### src/rtl/regfile_writeback.sv
// rtl/regfile_writeback.sv - two-channel write-back buffer feeding a dual-port register file.
// Each channel queues its results in a FIFO; colliding heads are resolved by age stamp.
module regfile_writeback #(
  parameter int DEPTH   = 4,
  parameter int STAMP_W = 4
) (
  input  logic        clk,
  input  logic        rst,
  input  logic        in1_vld,
  output logic        in1_rdy,
  input  logic [2:0]  in1_reg,
  input  logic [15:0] in1_dat,
  input  logic        in2_vld,
  output logic        in2_rdy,
  input  logic [2:0]  in2_reg,
  input  logic [15:0] in2_dat,
  output logic [2:0]  cs1,
  output logic        cw1,
  output logic [15:0] cd1,
  input  logic        WT1,
  output logic [2:0]  cs2,
  output logic        cw2,
  output logic [15:0] cd2,
  input  logic        WT2,
  output logic [7:0]  pend
);

  localparam int AW = $clog2(DEPTH);

  typedef struct packed {
    logic [2:0]         r;
    logic [15:0]        d;
    logic [STAMP_W-1:0] s;
  } entry_t;

  entry_t             mem_q  [2][DEPTH];
  entry_t             mem_d  [2][DEPTH];
  logic [DEPTH-1:0]   val_q  [2];
  logic [DEPTH-1:0]   val_d  [2];
  logic [AW-1:0]      wptr_q [2];
  logic [AW-1:0]      wptr_d [2];
  logic [AW-1:0]      rptr_q [2];
  logic [AW-1:0]      rptr_d [2];
  logic [STAMP_W-1:0] stamp_q, stamp_d;

  entry_t             head   [2];
  logic [2:0]         reg_i  [2];
  logic [15:0]        dat_i  [2];
  logic [1:0]         vld_i, wt_i, rdy, head_v, push, pop, cw;
  logic [STAMP_W-1:0] age_diff;
  logic               ch1_older, collide;

  assign vld_i = {in2_vld, in1_vld};
  assign wt_i  = {WT2, WT1};
  assign reg_i[0] = in1_reg;
  assign reg_i[1] = in2_reg;
  assign dat_i[0] = in1_dat;
  assign dat_i[1] = in2_dat;

  always_comb begin
    for (int c = 0; c < 2; c++) begin
      head[c]   = mem_q[c][rptr_q[c]];
      head_v[c] = val_q[c][rptr_q[c]];
      rdy[c]    = ~(&val_q[c]);
    end
  end

  // Modular age compare keeps working across stamp wrap; a tie favours channel 1.
  always_comb begin
    age_diff  = head[0].s - head[1].s;
    ch1_older = age_diff[STAMP_W-1] | (age_diff == '0);
    collide   = (&head_v) & (head[0].r == head[1].r);
    cw[0]     = head_v[0] & ~(collide & ~ch1_older);
    cw[1]     = head_v[1] & ~(collide & ch1_older);
  end

  assign push = vld_i & rdy;
  assign pop  = cw & ~wt_i;

  always_comb begin
    mem_d   = mem_q;
    stamp_d = stamp_q;
    for (int c = 0; c < 2; c++) begin
      val_d[c]  = val_q[c];
      wptr_d[c] = wptr_q[c];
      rptr_d[c] = rptr_q[c];
      if (push[c]) begin
        mem_d[c][wptr_q[c]] = '{r: reg_i[c], d: dat_i[c], s: stamp_q};
        val_d[c][wptr_q[c]] = 1'b1;
        wptr_d[c]           = wptr_q[c] + AW'(1);
      end
      if (pop[c]) begin
        val_d[c][rptr_q[c]] = 1'b0;
        rptr_d[c]           = rptr_q[c] + AW'(1);
      end
    end
    if (|push) stamp_d = stamp_q + STAMP_W'(1);
  end

  always_ff @(posedge clk or negedge rst) begin
    if (!rst) begin
      stamp_q <= '0;
      for (int c = 0; c < 2; c++) begin
        val_q[c]  <= '0;
        wptr_q[c] <= '0;
        rptr_q[c] <= '0;
      end
    end else begin
      stamp_q <= stamp_d;
      for (int c = 0; c < 2; c++) begin
        val_q[c]  <= val_d[c];
        wptr_q[c] <= wptr_d[c];
        rptr_q[c] <= rptr_d[c];
      end
    end
  end

  // Payload storage is qualified by the valid bits, so it needs no reset.
  always_ff @(posedge clk) begin
    mem_q <= mem_d;
  end

  always_comb begin
    pend = '0;
    for (int c = 0; c < 2; c++)
      for (int i = 0; i < DEPTH; i++)
        if (val_q[c][i]) pend[mem_q[c][i].r] = 1'b1;
  end

  assign in1_rdy = rdy[0];
  assign in2_rdy = rdy[1];
  assign cw1     = cw[0];
  assign cw2     = cw[1];
  assign cs1     = cw[0] ? head[0].r : 3'd0;
  assign cd1     = cw[0] ? head[0].d : 16'd0;
  assign cs2     = cw[1] ? head[1].r : 3'd0;
  assign cd2     = cw[1] ? head[1].d : 16'd0;

endmodule

### config.mk
export PLATFORM = sky130hd
export DESIGN_NAME = regfile_writeback
export DESIGN_NICKNAME = d
export VERILOG_FILES = /design/src/rtl/regfile_writeback.sv
export SDC_FILE = /design/constraint.sdc
export NUM_CORES = 1
export LEC_CHECK = 0
export ABC_CLOCK_PERIOD_IN_PS = 10400
export CAP_MARGIN = 20
export CORE_ASPECT_RATIO = 0.9
export CORE_MARGIN = 1.5
export CORE_UTILIZATION = 30
export CTS_CLUSTER_DIAMETER = 100
export CTS_CLUSTER_SIZE = 16
export DETAILED_ROUTE_END_ITERATION = 10
export GPL_TIMING_DRIVEN = 0
export SLEW_MARGIN = 20
export SYNTH_ARGS = -nofsm -noshare
export SYNTH_HDL_FRONTEND = slang
export SYNTH_SLANG_ARGS = --single-unit
### constraint.sdc
create_clock -name clk -period 10.4 [get_ports clk]
set_input_delay 1.04 -clock clk [delete_from_list [all_inputs] [get_ports clk]]
set_output_delay 1.04 -clock clk [all_outputs]
set_load 0.03 [all_outputs]
After elaboration in Yosys (flattened, before gate mapping):

Index checks and enable logic that the tools add are counted.

* register bits: 204
* bits in latches: 0
* RAM bits: 0
* bits in read-only memories: 0
* input port bits: 44
* output and inout bits: 50
* logic and storage cells: 174
* memories kept: 0

* add/subtract/negate cells: 6
* multiply operators: 0
* divide/modulo/power cells: 0
* magnitude comparators: 30
* equality and inequality tests: 1
* shifts and indexed selects: 0
* muxes and demuxes: 56
* bitwise operators: 31
* reduce and logical (&&, ||, !) cells: 19

Operator list (number)
* $bwmux W92: 2
* $mux W23: 6
* $bmux W23 S2: 2
* $demux W23 S2: 2
* $mux W8: 8
* $or A8 B8 Y8: 7
* $lt A3 B4 Y1 const B: 8
* $mux W16: 2
* $demux W1 S3: 8
* $ge A3 B1 Y1 const B: 8
* $mux W4: 4
* $logic_and A1 B1 Y1: 14
* $mux W1: 14
* $ge A3 B3 Y1 const B: 4
* $lt A2 B3 Y1 const B: 4
* $not A2 Y3: 4
* $add A2 B1 Y2 const B: 4
* $and A4 B4 Y4: 2
* $demux W1 S2: 4
* $ge A2 B1 Y1 const B: 4
* $not A4 Y4: 2
* $or A4 B4 Y4: 2
* $reduce_and A4 Y1: 2
* $lt A3 B1 Y1 const B: 2
* other kinds (13): 24

Depth between registers and ports, before layout:

* depth in word-level cells: 19
* gate-level depth with buffers: 13
* depth with buffers taken out: 10

Worst setup path before layout:

No wires, ideal clock.

* path kind: register -> output
* from: reg rptr_q[0] in the netlist's numbering
* to: out cd1[11]
* data arrival time: 3.462 ns
* data required time: 9.360 ns
* path slack: 5.898 ns
* stages on the path, launching flop included: 14
* buffers on the path: 4
* path through: dfrtp_1 > buf_6 > buf_2 > buf_2 > mux4_2 > inv_1 > ha_1 > a21o_1 > a21oi_1 > xnor3_1 > nand2_2 > o21ai_1 > buf_2 > nor2b_1

* longest elaborated chain between the ends: 12
* elaborated cells between the ends (all ways): 17
* those cells by class: add/sub (1); eq/ne (1); mux (6); bitwise (7); reduce/logical (2)

RTL lines
* start: declaration: RTL line 42 `logic [AW-1:0] rptr_q [2];`
* start signal: indexed assignment: RTL line 113 `rptr_q[c] <= rptr_d[c];`
* $not A2 Y3 (implied by the code): RTL line 62 `head[c] = mem_q[c][rptr_q[c]];`
* $bmux W23 S2: RTL line 62
* $mux W23 (implied by the code) (2 in series): RTL line 62
* $sub A4 B4 Y4: RTL line 70 `age_diff = head[0].s - head[1].s;`
* $logic_not A4 Y1: RTL line 71 `ch1_older = age_diff[STAMP_W-1] | (age_diff == '0);`
* $or A1 B1 Y1: RTL line 71
* $not A1 Y1: RTL line 73 `cw[0] = head_v[0] & ~(collide & ~ch1_older);`
* $and A1 B1 Y1 *: RTL line 73
* $not A1 Y1 *: RTL line 73
* $and A1 B1 Y1 *: RTL line 73
* $mux W16 *: RTL line 135 `assign cd1 = cw[0] ? head[0].d : 16'd0;`
* end: declaration: RTL line 19 `output logic [15:0] cd1,`

Mark *: on every way between the ends. The rest lies on a longest branch, timed or not. The select of a mux whose other input is x is not followed.

Worst setup path after layout:

* from: reg rptr_q[0] in the netlist's numbering
* to: out cd1[5]

The elaborated chain is that of the path after synthesis.

==> results <==
- The flow ran to the end, and the final reports show no timing, DRC or antenna violations.
- The worst setup timing slack at the placement stage is 4960 ps.
- In the final layout, the share of cells above drive strength 1 is 0.148.
- The detailed placer's ending HPWL is 12400 um.
- The gate family responsible for the most delay along the worst path is buffers and inverters.
- The share of the clock period used by the worst path is 0.563.
- TritonCTS built the clock tree.
- STA classifies the critical path startpoint as a flop.
- The synthesis-to-finish area growth is 21.8%.
- On the final layout, the worst clock skew is about 27 ps.
- For this run, the post-layout net count is 683.
- The final count of hold timing violations is 0.
- Of all cell types, the one taking the most synthesized area is edfxtp_1.
- The antenna diode instance count is 0.
- The number of max-slew violations in the final report was 0.
- In this run the tightest slew margin relative to its limit is 0.396.
- The placeable core region is 28900 sq um.
- The count of pins on the block boundary is 94.
- The count of antenna-violating nets left after detailed routing is 0.
- The type of destination of the critical path is a primary output.
- The die width is around 180 um.
- The data arrival at the endpoint of the critical path is about 4800 ps.
- Synthesis produced a netlist with a net count of 572.
- For this design, the sink count on the clock tree is 204.
- The total routed wirelength is 18700 um.
- For this run, the total global-route usage over all layers was measured as 0.124.
- The number of detailed-route iterations in the first pass is 5.
- The area share of the leading cell type in the synthesized netlist is 0.628.
- The synthesized design contains 184 enable-type register cells.
- Traced cell by cell, the critical path runs through buf_6 > buf_2 > buf_2 > mux4_2 > inv_1 > ha_1 > a21o_1 > a21oi_1 > xnor3_1 > nand2_2 > o21ai_1 > buf_2 > nor2b_1 > clkdlybuf4s50_1.
- The transition time at the pin with the least slew margin is 907 ps.
- The proportion of synthesized flip-flops having asynchronous set or reset is 0.0980.
- Ranked by total cell area, the synthesized netlist is headed by edfxtp_1 63%, mux4_2 12%, dfrtp_1 5.7%.
- The root buffer cell is clkbuf_16.
- After technology mapping, the gate count stands at 507.
- The number of core rows is 59.
- After synthesis the netlist holds a flip-flop and latch count of between 200 and 250.
- The congestion estimate from routability-driven global placement came to 0.889.
- The worst path buffer plus inverter count is 6.
- Setup repair after global routing left no endpoint under its margin.
- After clock tree synthesis, the flow added hold-fix buffers numbering 0.
- The die covers 30400 sq um.
- The maximum achievable frequency is between 150 and 200 MHz.
- The number of global-route vias before repair is just over 5000.
- The post-placement cell area is 10200 sq um.
- The tightest min-delay check is of the input port to asynchronous set/reset pin type.
- In this run the mean area of a mapped cell was 17.4 sq um.
- After detailed placement, the design holds a cell count of ~1000.
- The count of unique library cells instantiated by Yosys is 56.
- The pin count of the biggest net entering global routing is 24.
- The worst register-to-register path has a setup slack of 6550 ps.
- Of the synthesized area, sequential elements account for 0.685.
- The number of input and output port buffers inserted is 93.
- The worst-case IR drop observed on VDD is 0.000162 V.
- Clock latency on the worst-skew pair, taken at its later pin, is 480 ps.
- The routed layout has 4836 vias.
- After detailed routing, the number of vias per cell comes to 4.72.
- The first global-routing pass estimated 28600 um of wire.
- The initial core utilization is 0.305.
- The cell with the most instances after synthesis is edfxtp_1.
- The total grt overflow is 0.
- The worst path required time is 9360 ps.
- Along the worst path, the maximum fanout reaches 10.
- Leaving out filler cells and counting taps, the final layout contains 1024.
- The clock-pin transition on the worst setup and hold timing paths is 70 ps.
- The slowest stage of the critical path is the clkdlybuf4s50_1 cell.
- The number of CTS-inserted buffers is 16.
- The worst setup path is of the flop to primary output kind.
- The worst path needs 5850 ps of the cycle, external delays included.
- The average routed wire per standard cell is 18.3 um.
- After detailed routing, the number of remaining DRC violations is 0.
- The number of buffers inserted by post-CTS setup repair is 0.
- The most repeated library cell on the critical path is buf_2.
- The number of DRC violations after detailed-routing iteration 0 is 480.
- In the synthesized netlist, the cells that appear most often are 184 x edfxtp_1, 47 x mux4_2, 38 x nor2b_1.
- The die is 166 um tall.
- The prevailing post-synth register cell is edfxtp_1.
- Setup total negative slack on the finished layout was measured at 0 ps.
- After synthesis the cells add up to 8800 sq um.
- During synthesis, Yosys emitted a total of 0 warnings.
- The buffer depth of the longest clock path is 3.
- Setup slack closes at 4550 ps.
- Across the run, the number of max-cap violations was 0.
- The number of antenna violations at the first check in global routing is 0.
- After routing the design area is around 11000 sq um.
- Setup violations remaining at the end of the flow were counted as 0.
- The analysis attributes to cell leakage a power of 3.59 nW.
- In this run the number of H-tree levels came out at 1.
- After clock tree synthesis, the repair step resized 0 gates.
- For this run, the slowest stage of the critical path takes 700 ps.
- The power density over the cells is roughly 350 nW/um^2.
where the power goes:
part,leakage (nW),switching (mW),internal [mW]
sequential,1.92,0.104,1.12
clock,0.234,0.266,0.320
combinational,1.44,1.09,0.795
cells in the final DEF (no fill, tap or decap), types with 2 or more instances in the layout:
cell type        count
edfxtp_1           184
clkdlybuf4s50_1     92
mux4_2              47
nor2b_1             38
inv_1               25
ha_1                20
dfrtp_1             20
clkbuf_16           18
a21oi_1             17
nor2_1              16
clkbuf_1            15
nand2_1             15
nand2b_1            13
buf_2                8
and3_2               8
xnor2_1              7
nand3_1              7
nor3_1               6
o32ai_1              6
xor2_1               4
o21ai_0              4
nand4_1              4
o22ai_1              4
a31oi_1              4
buf_1                3
a311oi_1             3
or3_1                3
buf_6                2
nand3b_1             2
mux2_2               2
o32a_1               2
nor3b_1              2
and2_0               2
cell families after synthesis:
family / after synthesis / share of synthesized area
buffers and inverters: 42 / 0.0206
and+or+nand+nor: 121 / 0.0776
DFF: 204 / 0.685
adders and majority gates: 21 / 0.0307
xor gates and xnor gates: 12 / 0.0135
AOI/OAI and AO/OA: 55 / 0.0461
muxes: 52 / 0.127
metrics by stage:
stage / hold WS [ps] / power, mW / utilization
floorplan: 541 / 2.46 / -
global placement: 587 / 3.14 / 0.354
detailed placement: 597 / 3.15 / 0.355
CTS: 614 / 3.75 / 0.372
global route: 546 / 3.90 / 0.371
finish: 528 / 3.70 / 0.371
worst register-to-register path: cells and delay by family, from the launching register on:
family	cells	cell delay [ps]
adder cells (fa/ha/maj)	1	240
AND/OR/NAND/NOR	1	110
flip-flops	1	400
buffers and inverters	4	1050
multiplexers	2	930
AO/OA/AOI/OAI	3	780
XOR/XNOR	1	250
final cells by class:
cell class | instances | area [sq um]
Sequential cell | 204 | 6030
Timing Repair Buffer | 93 | 926
Tap cell | 396 | 495
Multi-Input combinational cell | 261 | 2610
Fill cell | 2693 | 18100
Buffer | 17 | 87.6
Clock buffer | 28 | 488
Inverter | 25 | 93.8
final timing paths:
path                           start        end  cells after the start
max                        rptr_q[0]     cd1[5]                     14
min                              rst   val_q[3]                      1
max reg2reg                rptr_q[0]  rptr_q[1]                     12
min reg2reg                rptr_q[3]   val_q[6]                      2
max in group asynchronous        rst  wptr_q[0]                      1
min in group clk           rptr_q[3]   val_q[6]                      2
registers in the layout, summed over array words and instances, names as in the netlist:
name and count:
mem_q 184, val_q 8, rptr_q 4, stamp_q 4, wptr_q 4
metal layers:
metal | wire length [um] | vias to the layer above | track usage
li1 | - | 2208 | -
met1 | 7900 | 2486 | 0.161
met2 | 9740 | 114 | 0.216
met3 | 736 | 28 | 0.0167
met4 | 336 | 0 | 0.0365
met5 | 0 | - | 0
Note: power is estimated with default switching activity, not from simulation.
